==> config.mk <==
export PLATFORM = sky130hd
export DESIGN_NAME = ant_pow_scan
export DESIGN_NICKNAME = d
export VERILOG_FILES = /design/src/rtl/ant_pow_scan.sv
export SDC_FILE = /design/constraint.sdc
export NUM_CORES = 1
export LEC_CHECK = 0
export BUFFER_PORTS_ARGS = -buffer_cell sky130_fd_sc_hd__buf_2
export CORE_UTILIZATION = 50
export DETAILED_ROUTE_END_ITERATION = 7
export GPL_TIMING_DRIVEN = 0
export PLACE_DENSITY = 0.83
export SLEW_MARGIN = 20
export SYNTH_ARGS = -nofsm -noshare
export SYNTH_HDL_FRONTEND = slang
export SYNTH_SLANG_ARGS = --single-unit
==> constraint.sdc <==
create_clock -name clk -period 2.4 [get_ports clk]
set_clock_uncertainty 0.2 [all_clocks]
set_input_delay 0.12 -clock clk [delete_from_list [all_inputs] [get_ports clk]]
set_output_delay 0.12 -clock clk [all_outputs]
set_load 0.05 [all_outputs]
==> src/rtl/ant_pow_scan.sv <==
// Antenna-power scan controller: walks the 16:1 selector and reports the strongest antenna.
// Optional build macro ANT_POW_SCAN_SUM_EN adds the sum_pow output (sum of all 16 powers).
module ant_pow_scan #(
  parameter int PW      = 32,
  parameter int MUX_LAT = 1
) (
  input  logic          clk,
  input  logic          rst,
  input  logic          start,
  output logic          busy,
  output logic [3:0]    ant_posinfo,
  input  logic [PW-1:0] ant_pow,
  output logic          done,
  output logic [PW-1:0] max_pow,
  output logic [3:0]    max_idx
`ifdef ANT_POW_SCAN_SUM_EN
  ,
  output logic [PW+3:0] sum_pow
`endif
);

  // state   | meaning
  // S_IDLE  | waiting for start, ant_posinfo held at 0
  // S_ISSUE | driving antenna indices 0..15, one per cycle
  // S_DRAIN | waiting MUX_LAT cycles for the last samples to return
  // S_DONE  | one-cycle done pulse, results just updated
  typedef enum logic [1:0] {S_IDLE, S_ISSUE, S_DRAIN, S_DONE} state_t;

  localparam logic [1:0] DRAIN_LOAD = 2'(MUX_LAT - 1);

  state_t              state, state_nxt;
  logic   [3:0]        idx;
  logic   [1:0]        tmr_drain;
  logic   [MUX_LAT-1:0] pv;
  logic   [3:0]        pidx [MUX_LAT];
  logic                samp_v;
  logic   [3:0]        samp_idx;
  logic   [PW-1:0]     run_pow, run_pow_nxt;
  logic   [3:0]        run_idx, run_idx_nxt;
  logic                enter_done;

  always_ff @(posedge clk) begin
    if (rst) state <= S_IDLE;
    else     state <= state_nxt;
  end

  always_comb begin
    state_nxt   = state;
    busy        = 1'b0;
    done        = 1'b0;
    ant_posinfo = 4'd0;
    case (state)
      S_IDLE:  if (start) state_nxt = S_ISSUE;
      S_ISSUE: begin
        busy        = 1'b1;
        ant_posinfo = idx;
        if (idx == 4'd15) state_nxt = S_DRAIN;
      end
      S_DRAIN: begin
        busy = 1'b1;
        if (tmr_drain == 2'd0) state_nxt = S_DONE;
      end
      S_DONE: begin
        done      = 1'b1;
        state_nxt = S_IDLE;
      end
      default: state_nxt = S_IDLE;
    endcase
  end

  assign enter_done = (state == S_DRAIN) && (tmr_drain == 2'd0);

  always_ff @(posedge clk) begin
    if (rst) begin
      idx       <= 4'd0;
      tmr_drain <= 2'd0;
    end else begin
      idx <= (state == S_ISSUE) ? idx + 4'd1 : 4'd0;
      if (state == S_ISSUE)
        tmr_drain <= DRAIN_LOAD;
      else if (state == S_DRAIN && tmr_drain != 2'd0)
        tmr_drain <= tmr_drain - 2'd1;
    end
  end

  // Delay line pairing each issued index with the power that returns MUX_LAT cycles later.
  always_ff @(posedge clk) begin
    if (rst) begin
      pv <= '0;
    end else begin
      pv[0] <= (state == S_ISSUE);
      for (int i = 1; i < MUX_LAT; i++) pv[i] <= pv[i-1];
    end
  end

  always_ff @(posedge clk) begin
    pidx[0] <= idx;
    for (int i = 1; i < MUX_LAT; i++) pidx[i] <= pidx[i-1];
  end

  assign samp_v   = pv[MUX_LAT-1];
  assign samp_idx = pidx[MUX_LAT-1];

  // Index 0 seeds the maximum; strict compare afterwards keeps the lowest index on ties.
  always_comb begin
    run_pow_nxt = run_pow;
    run_idx_nxt = run_idx;
    if (samp_v && (samp_idx == 4'd0 || ant_pow > run_pow)) begin
      run_pow_nxt = ant_pow;
      run_idx_nxt = samp_idx;
    end
  end

  always_ff @(posedge clk) begin
    if (rst) begin
      run_pow <= '0;
      run_idx <= 4'd0;
      max_pow <= '0;
      max_idx <= 4'd0;
    end else begin
      run_pow <= run_pow_nxt;
      run_idx <= run_idx_nxt;
      if (enter_done) begin
        max_pow <= run_pow_nxt;
        max_idx <= run_idx_nxt;
      end
    end
  end

`ifdef ANT_POW_SCAN_SUM_EN
  logic [PW+3:0] sum_acc, sum_nxt;

  assign sum_nxt = sum_acc + (samp_v ? {4'b0, ant_pow} : '0);

  always_ff @(posedge clk) begin
    if (rst) begin
      sum_acc <= '0;
      sum_pow <= '0;
    end else begin
      if (state == S_IDLE && start) sum_acc <= '0;
      else                          sum_acc <= sum_nxt;
      if (enter_done) sum_pow <= sum_nxt;
    end
  end
`endif

endmodule

==> results of run 1 <==
-- path summary, 6_finish.rpt --
kind / start / to / slack [ns] / cells after the start
worst max-delay path: run_pow[28]$_SDFF_PP0_ / max_pow[11]$_SDFFE_PP0P_ / -0.35 / 9
worst min-delay path: idx[3]$_SDFF_PP0_ / pidx[0][3]$_DFF_P_ / 0.21 / 0
worst max register to register: run_pow[28]$_SDFF_PP0_ / max_pow[11]$_SDFFE_PP0P_ / -0.35 / 9
worst min register to register: idx[3]$_SDFF_PP0_ / pidx[0][3]$_DFF_P_ / 0.21 / 0
-- synthesized netlist by cell type, types with 6 or more instances --
cell type | instances | area, µm²
a21oi_1 | 49 | 245
a311oi_1 | 35 | 307
and2_1 | 6 | 37.5
buf_12 | 6 | 120
clkbuf_1 | 18 | 67.6
dfxtp_1 | 85 | 1700
ha_1 | 38 | 475
inv_1 | 38 | 143
nand2_1 | 6 | 22.5
nand3_1 | 42 | 210
nor2_1 | 44 | 165
o21ai_0 | 7 | 35.0
o21ai_2 | 30 | 263
-- placed cells by master, fill, tap and decap left out, drive strengths merged --
cell,n
o22ai,1
a2111oi,1
nand2,6
nor2,44
o311a,4
o211ai,1
buf,110
ha,38
o21a,3
nor3,2
a21o,3
o21ai,37
a211oi,2
a21oi,49
o311ai,3
dfxtp,85
a21boi,2
nor4,3
or3,1
a311oi,36
xor2,1
clkinv,3
inv,41
clkbuf,26
nand4,7
xnor2,2
bufinv,1
and2,6
or2,1
dlygate4sd3,34
nand2b,1
nor2b,2
a221oi,1
nand3,42
-- cell type report --
| type | instances | share of cell area |
|---|---|---|
| plain buffers | 28 | 0.0415 |
| clock buffers | 9 | 0.0191 |
| clock inverters | 7 | 0.0110 |
| inverters | 38 | 0.0220 |
| multi-input cells | 299 | 0.472 |
| flip-flops and latches | 85 | 0.267 |
| well taps | 105 | 0.0203 |
| repair buffers | 133 | 0.147 |
-- critical path, delay by kind of cell (launching register included) --
| kind | cells | cell delay, ns |
|---|---|---|
| flops | 1 | 0.38 |
| fa+ha+maj | 1 | 0.32 |
| compound gates | 4 | 1.04 |
| simple gates | 2 | 0.47 |
| buf+inv | 2 | 0.23 |
-- power by group --
part | total [W] | leakage, nW | internal [W] | switching [W]
Combinational | 0.00312 | 1.50 | 0.00104 | 0.00208
Sequential | 0.00197 | 0.699 | 0.00174 | 0.000228
Clock | 0.00105 | 0.104 | 0.000487 | 0.000567
-- per-layer routing --
metal  track usage  up-vias
met1         0.342     2128
met2         0.583      249
met5             0        -
met4         0.182        0
met3        0.0845       82
li1              -     1949
-- state kept, by name, summed over array words and instances, names as in the netlist --
signal	flops
max_pow	32
run_pow	32
idx	4
max_idx	4
pidx	4
run_idx	4
state	2
tmr_drain	2
pv	1
-- per-stage QoR --
| stage | util | instances |
|---|---|---|
| after floorplan | - | 448 |
| after global placement | 0.581 | 629 |
| after detailed placement | 0.581 | 629 |
| after CTS | 0.728 | 696 |
| after global routing | 0.788 | 704 |
| final | 0.788 | 704 |
-- repair_timing --
item / in CTS / in global routing
setup endpoints to repair: 72 / 72
pin swaps: 20 / 24
gates cloned: 3 / 2
hold buffers: 33 / 1
buffers inserted: 15 / 5
hold endpoints to repair: 69 / 2
gates resized for setup: 103 / 83
-- logic make-up after synthesis --
kind of cell | after synthesis | synth area share
xor gates and xnor gates | 3 | 0.00616
buffers and inverters | 66 | 0.0819
DFF | 85 | 0.399
AOI/OAI and AO/OA | 141 | 0.262
adders and majority gates | 38 | 0.112
and+or+nand+nor | 115 | 0.140
==> reports/summary.md, run 1 <==
### Run status
- negative setup slack — violated checks
- finished, violations left — status

### Yosys
- 85 — #FFs+latches synth
- 0 — number of warnings reported in the yosys synthesis log
- 521 — Mapped Nets
- 43 — Yosys cell types
- 448 — number of instances in the synthesized netlist
- 0 — async set-or-reset flop fraction in the synthesized netlist
- 9.52 µm² — mean cell area of the mapped netlist
- 0.00426 mm² — Netlist Area Pre-Place
- 0 — number of enable flip-flop cells after synthesis
- dfxtp_1 — Synth Flop Type
- 0.399 — sequential element share of the synthesized area

### Global routing
- 16 — largest net degree at the start of global routing
- 21,900 µm — wire length of the first global-routing pass
- 4,416 — number of global-route vias before repair
- 0 — initial antenna violation count
- 0 — aggregate global routing overflow
- 0.325 — GRT Total Usage

### STA
- 0 — Slew Viols, Final
- 0 — total count of hold-check failures in the final report
- -0.346 ns — smallest setup slack after layout
- 0.215 ns — worst hold slack
- 0.408 — worst slew slack as a fraction of its limit
- 364 MHz — Peak Freq
- 72 — final-report setup violation count
- 0.889 ns — actual slew at the worst max-slew pin
- -14.14 ns — Setup TNS Final
- 2.75 ns — final worst path period need
- 1.14 — period utilisation layout
- yes — setup repair after global routing missed its margin

### Setup path
- flip-flop — nature of the critical path endpoint
- 0.38 ns — crit-path max cell delay
- inv_1, ha_1, nand4_4, nor4_4, a21boi_4, o311a_4, buf_12, o21ai_2, a311oi_1 — critical-path cell list
- 10 — largest fanout on the critical path
- flip-flop — launching element type of the critical path
- 2.82 ns — data arrival time of the critical path
- reg2reg — kind of critical path
- 2.47 ns — CP required
- dfxtp_1 — Worst path slowest cell

### Detailed routing
- 6.26 — routed vias/inst
- 8030 µm — met2 wire length
- 0 — count of antenna-violating nets left after detailed routing
- 1050 µm — wire length on met3
- 6 — DRT Pass-1 Iters
- 15,300 µm — wire length reported by the detailed router
- 21.7 µm — wire per inst
- met4 — highest routed metal layer
- 4,408 — total number of vias
- 5450 µm — routed metal-1 wirelength
- 170 — initial DRC count
- 0 — number of remaining DRC errors

### Placed design
- 0.872 — weighted congestion at the end of routability-driven global placement
- 7440 µm — Detailed Place HPWL
- 76 — buffers added on ports
- 0.00478 mm² — DP Area
- -0.381 ns — worst-case setup slack after placement

### Pwr
- 948 mW/mm² — power density normalized to cell area
- 2.30 nW — leak pwr
- 0.00614 W — Final Power
- 0.000644 V — Max VDD drop

### Clock network
- 85 — clock net sink count
- 3 — deepest level of the CTS H-tree
- yes — CTS tree
- clkbuf_8 — root buffer selected by CTS
- 0.38 ns — clock latency of the later-clocked register in the worst-skew pair
- 2 — CTS max path bufs
- 0.09 ns — clock slew at reported path FFs
- 9 — TritonCTS Buffers

### Floorplanning
- 77 — Ports
- 0.00822 mm² — core area
- 0.519 — initial standard-cell utilization of the core
- 94.4 µm — die width
- 33 — number of core rows
- 0.00890 mm² — DIE AREA
- 94.4 µm — Die Y

### Worst hold path
- reg2reg — worst hold path type

### Cells and area
- 0.486 — ratio of cells with drive above 1 in the final layout
- 0 — number of antenna cells inserted
- 0.00648 mm² — post-layout instance area
- 468 — Layout fillers
- 51.9% — synthesis-to-finish area growth
- 667 — fin nets
- 0.00173 mm² — combined flip-flop and latch cell area
- 0.00306 mm² — multi-input logic area

### Job
- 0 — max capacitance violation total

Note: power is estimated with default switching activity, not from simulation.
==> run 2: changes to the inputs <==
Settings changed: SKIP_LAST_GASP set to 1.
==> run 2 against run 1 <==
Against the previous run:
- the run still ends with negative setup slack left
- fmax is 9.6% lower
- worst hold slack improved by 0.0059 ns
- clock power about the same
- worst setup slack worse by 0.29 ns
- utilization grew 4.7 points
- cell area up 5.9%
- via count increased by 4.8%
- final cell count is 3.1% higher
- global-route usage decreased by 0.32 points
- combinational power up 7.4%
- critical path depth shrank 2
- non-clock buffer count is 22 higher
- largest cell class unchanged
- highest routed layer unchanged
==> reports/summary.md, run 2 (synthesis gave the netlist of run 1 again) <==
### Cells and area
- 0 — number of antenna cells inserted, unchanged
- buf_2 — most common cell after layout, fill and taps aside
- 689 — fin nets, +3.3%
- 424 — Layout fillers, -9.4%
- 60.9% — synthesis-to-finish area growth
- max_pow (32), run_pow (32) — largest registers
- buf_2 (76), dfxtp_1 (59), nor2_1 (43), dlygate4sd3_1 (34) — most frequent cells in the layout
- 0.535 — ratio of cells with drive above 1 in the final layout, +0.0488

### Pwr
- 0.00302 W — total net switching power, +5.0%
- 933 mW/mm² — power density normalized to cell area, -1.6%
- 0.471 — switching share of power, +0.00328
- 0.169 — clock share of power, -0.003
- 0.000732 V — Max VDD drop, +14%
- 0.523 — combinational cell fraction of total power, +0.015
- 0.308 — sequential share of power, -0.012
- 0.00339 W — Internal Dissipation, +3.6%
- 2.47 nW — leak pwr, +7.2%

### Clock network
- 2 — CTS max path bufs, unchanged
- 9 — TritonCTS Buffers, unchanged
- yes — CTS tree
- 0.38 ns — clock latency of the later-clocked register in the worst-skew pair, about the same
- clkbuf_8 — root buffer selected by CTS
- 0.09 ns — clock slew at reported path FFs, about the same
- 85 — clock net sink count, unchanged
- 3 — deepest level of the CTS H-tree, unchanged

### Floorplanning
- 0.519 — initial standard-cell utilization of the core, unchanged
- 0.00822 mm² — core area, unchanged
- 94.4 µm — Die Y, unchanged
- 77 — Ports, unchanged
- 33 — number of core rows, unchanged
- 94.4 µm — die width, unchanged
- 0.00890 mm² — DIE AREA, unchanged

### Setup path
- 0.92 ns — crit-path max cell delay, +0.54 ns
- nor4_1 — Worst path slowest cell
- 7 — number of cells on the critical path, -2
- 7 — Worst R2R Path Depth, -2
- reg2reg — kind of critical path
- flip-flop — nature of the critical path endpoint
- flip-flop — launching element type of the critical path
- 1 — buffering stage count on the worst path with inverters included, -1
- nor4_1, nor2_2, a21boi_4, o311a_4, clkbuf_16, o21ai_2, a311oi_1 — critical-path cell list
- 8 — largest fanout on the critical path, -2
- pidx[0][0]$_DFF_P_ — Worst R2R Start
- 3.10 ns — data arrival time of the critical path, +0.28 ns
- max_pow[17]$_SDFFE_PP0P_ — capture point of the worst path
- simple AND/OR/NAND/NOR gates — critical path's top delay family
- -0.64 ns — setup slack of the worst register-to-register path, -0.29 ns
- 2.47 ns — CP required, about the same
- pidx[0][0]$_DFF_P_ — CP Launch Point
- max_pow[17]$_SDFFE_PP0P_ — capture point of the worst reg-to-reg path

### STA
- 0 — Slew Viols, Final, unchanged
- 0.272 — worst slew slack as a fraction of its limit, -0.135
- 0 — total count of hold-check failures in the final report, unchanged
- 0.221 ns — worst hold slack, +0.00592 ns
- yes — setup repair after global routing missed its margin
- 1.08 ns — actual slew at the worst max-slew pin, +0.193 ns
- -0.639 ns — smallest setup slack after layout, -0.293 ns
- 1.27 — period utilisation layout, +0.122
- 72 — final-report setup violation count, unchanged
- 3.04 ns — final worst path period need, +0.293 ns
- -34.91 ns — Setup TNS Final, -20.77 ns
- 329 MHz — Peak Freq, -9.6%

### Detailed routing
- 23.8 µm — wire per inst, +9.7%
- 17,300 µm — wire length reported by the detailed router, +13%
- 0 — count of antenna-violating nets left after detailed routing, unchanged
- 6.36 — routed vias/inst, +1.6%
- 5 — DRT Pass-1 Iters, -1
- 4,619 — total number of vias, +4.8%
- 260 — initial DRC count, +53%
- 0 — number of remaining DRC errors, unchanged

### Global routing
- 16 — largest net degree at the start of global routing, unchanged
- 0 — initial antenna violation count, unchanged
- 21,700 µm — wire length of the first global-routing pass, -0.79%
- 4,420 — number of global-route vias before repair, +0.091%
- 0 — aggregate global routing overflow, unchanged
- 0.321 — GRT Total Usage, -0.00324

### Placed design
- -0.381 ns — worst-case setup slack after placement, unchanged
- 0.872 — weighted congestion at the end of routability-driven global placement, unchanged
- 76 — buffers added on ports, unchanged
- 7440 µm — Detailed Place HPWL, unchanged

### Run status
- negative setup slack — violated checks
- finished, violations left — status

### Job
- 0 — max capacitance violation total, unchanged

### Worst hold path
- reg2reg — worst hold path type

[run 2: timing repair]
| item | in CTS | in global routing |
|---|---|---|
| pin swaps | 20 | 41 |
| hold endpoints to repair | 69 | 2 |
| hold buffers | 33 | 1 |
| gates cloned | 3 | 9 |
| endpoints found under the setup margin | 72 | 72 |
| resized for setup | 100 | 119 |
| setup buffers | 15 | 20 |
[run 2: through the flow]
stage	total power [W]	cell area, µm²	instances	utilization
floorplan	0.00377	4270	448	-
global placement	0.00426	4780	629	0.581
detailed placement	0.00433	4780	629	0.581
CTS	0.00566	5970	696	0.726
global route	0.00663	6860	726	0.835
finish	0.00641	6860	726	0.835
[run 2: final cells by class]
class | instances | area (µm²) | share of cell area
inverters | 38 | 143 | 0.0208
multi-input cells | 299 | 3160 | 0.460
clock buffers | 9 | 124 | 0.0180
flip-flops and latches | 85 | 1730 | 0.253
repair buffers | 155 | 1210 | 0.177
clock inverters | 7 | 71.3 | 0.0104
plain buffers | 28 | 287 | 0.0418
well taps | 105 | 131 | 0.0191
[run 2: worst min-delay path by stage]
stage,from,endpoint,slack [ns],cells past startpoint
after global routing,idx[3]$_SDFF_PP0_,pidx[0][3]$_DFF_P_,0.23,0
final,idx[3]$_SDFF_PP0_,pidx[0][3]$_DFF_P_,0.22,0
after floorplan,ant_pow[11],run_pow[11]$_SDFF_PP0_,0.07,2
after CTS,ant_pow[7],run_pow[7]$_SDFF_PP0_,-0.18,3
after detailed placement,idx[1]$_SDFF_PP0_,pidx[0][1]$_DFF_P_,0.19,0
after global placement,idx[1]$_SDFF_PP0_,pidx[0][1]$_DFF_P_,0.18,0
[run 2: per-layer routing]
metal | track usage | vias to the layer above | part of all wire
li1 | - | 1984 | -
met1 | 0.335 | 2256 | 0.37
met2 | 0.588 | 285 | 0.52
met3 | 0.0781 | 94 | 0.065
met4 | 0.176 | 0 | 0.052
met5 | 0 | - | 0
[run 2: worst reg2reg max path: stages, from the launching register on]
cell and delay (ns):
dfxtp_1 0.33, nor4_1 0.92, nor2_2 0.21, a21boi_4 0.26
o311a_4 0.40, clkbuf_16 0.22, o21ai_2 0.06, a311oi_1 0.32
[run 2: power groups by stage]
stage | clock, W | sequential [W] | combinational, W
floorplan | 0 | 0.00263 | 0.00114
global placement | 0 | 0.00192 | 0.00233
detailed placement | 0 | 0.00194 | 0.00239
CTS | 0.00104 | 0.00193 | 0.00269
global route | 0.00113 | 0.00200 | 0.00350
finish | 0.00108 | 0.00197 | 0.00335
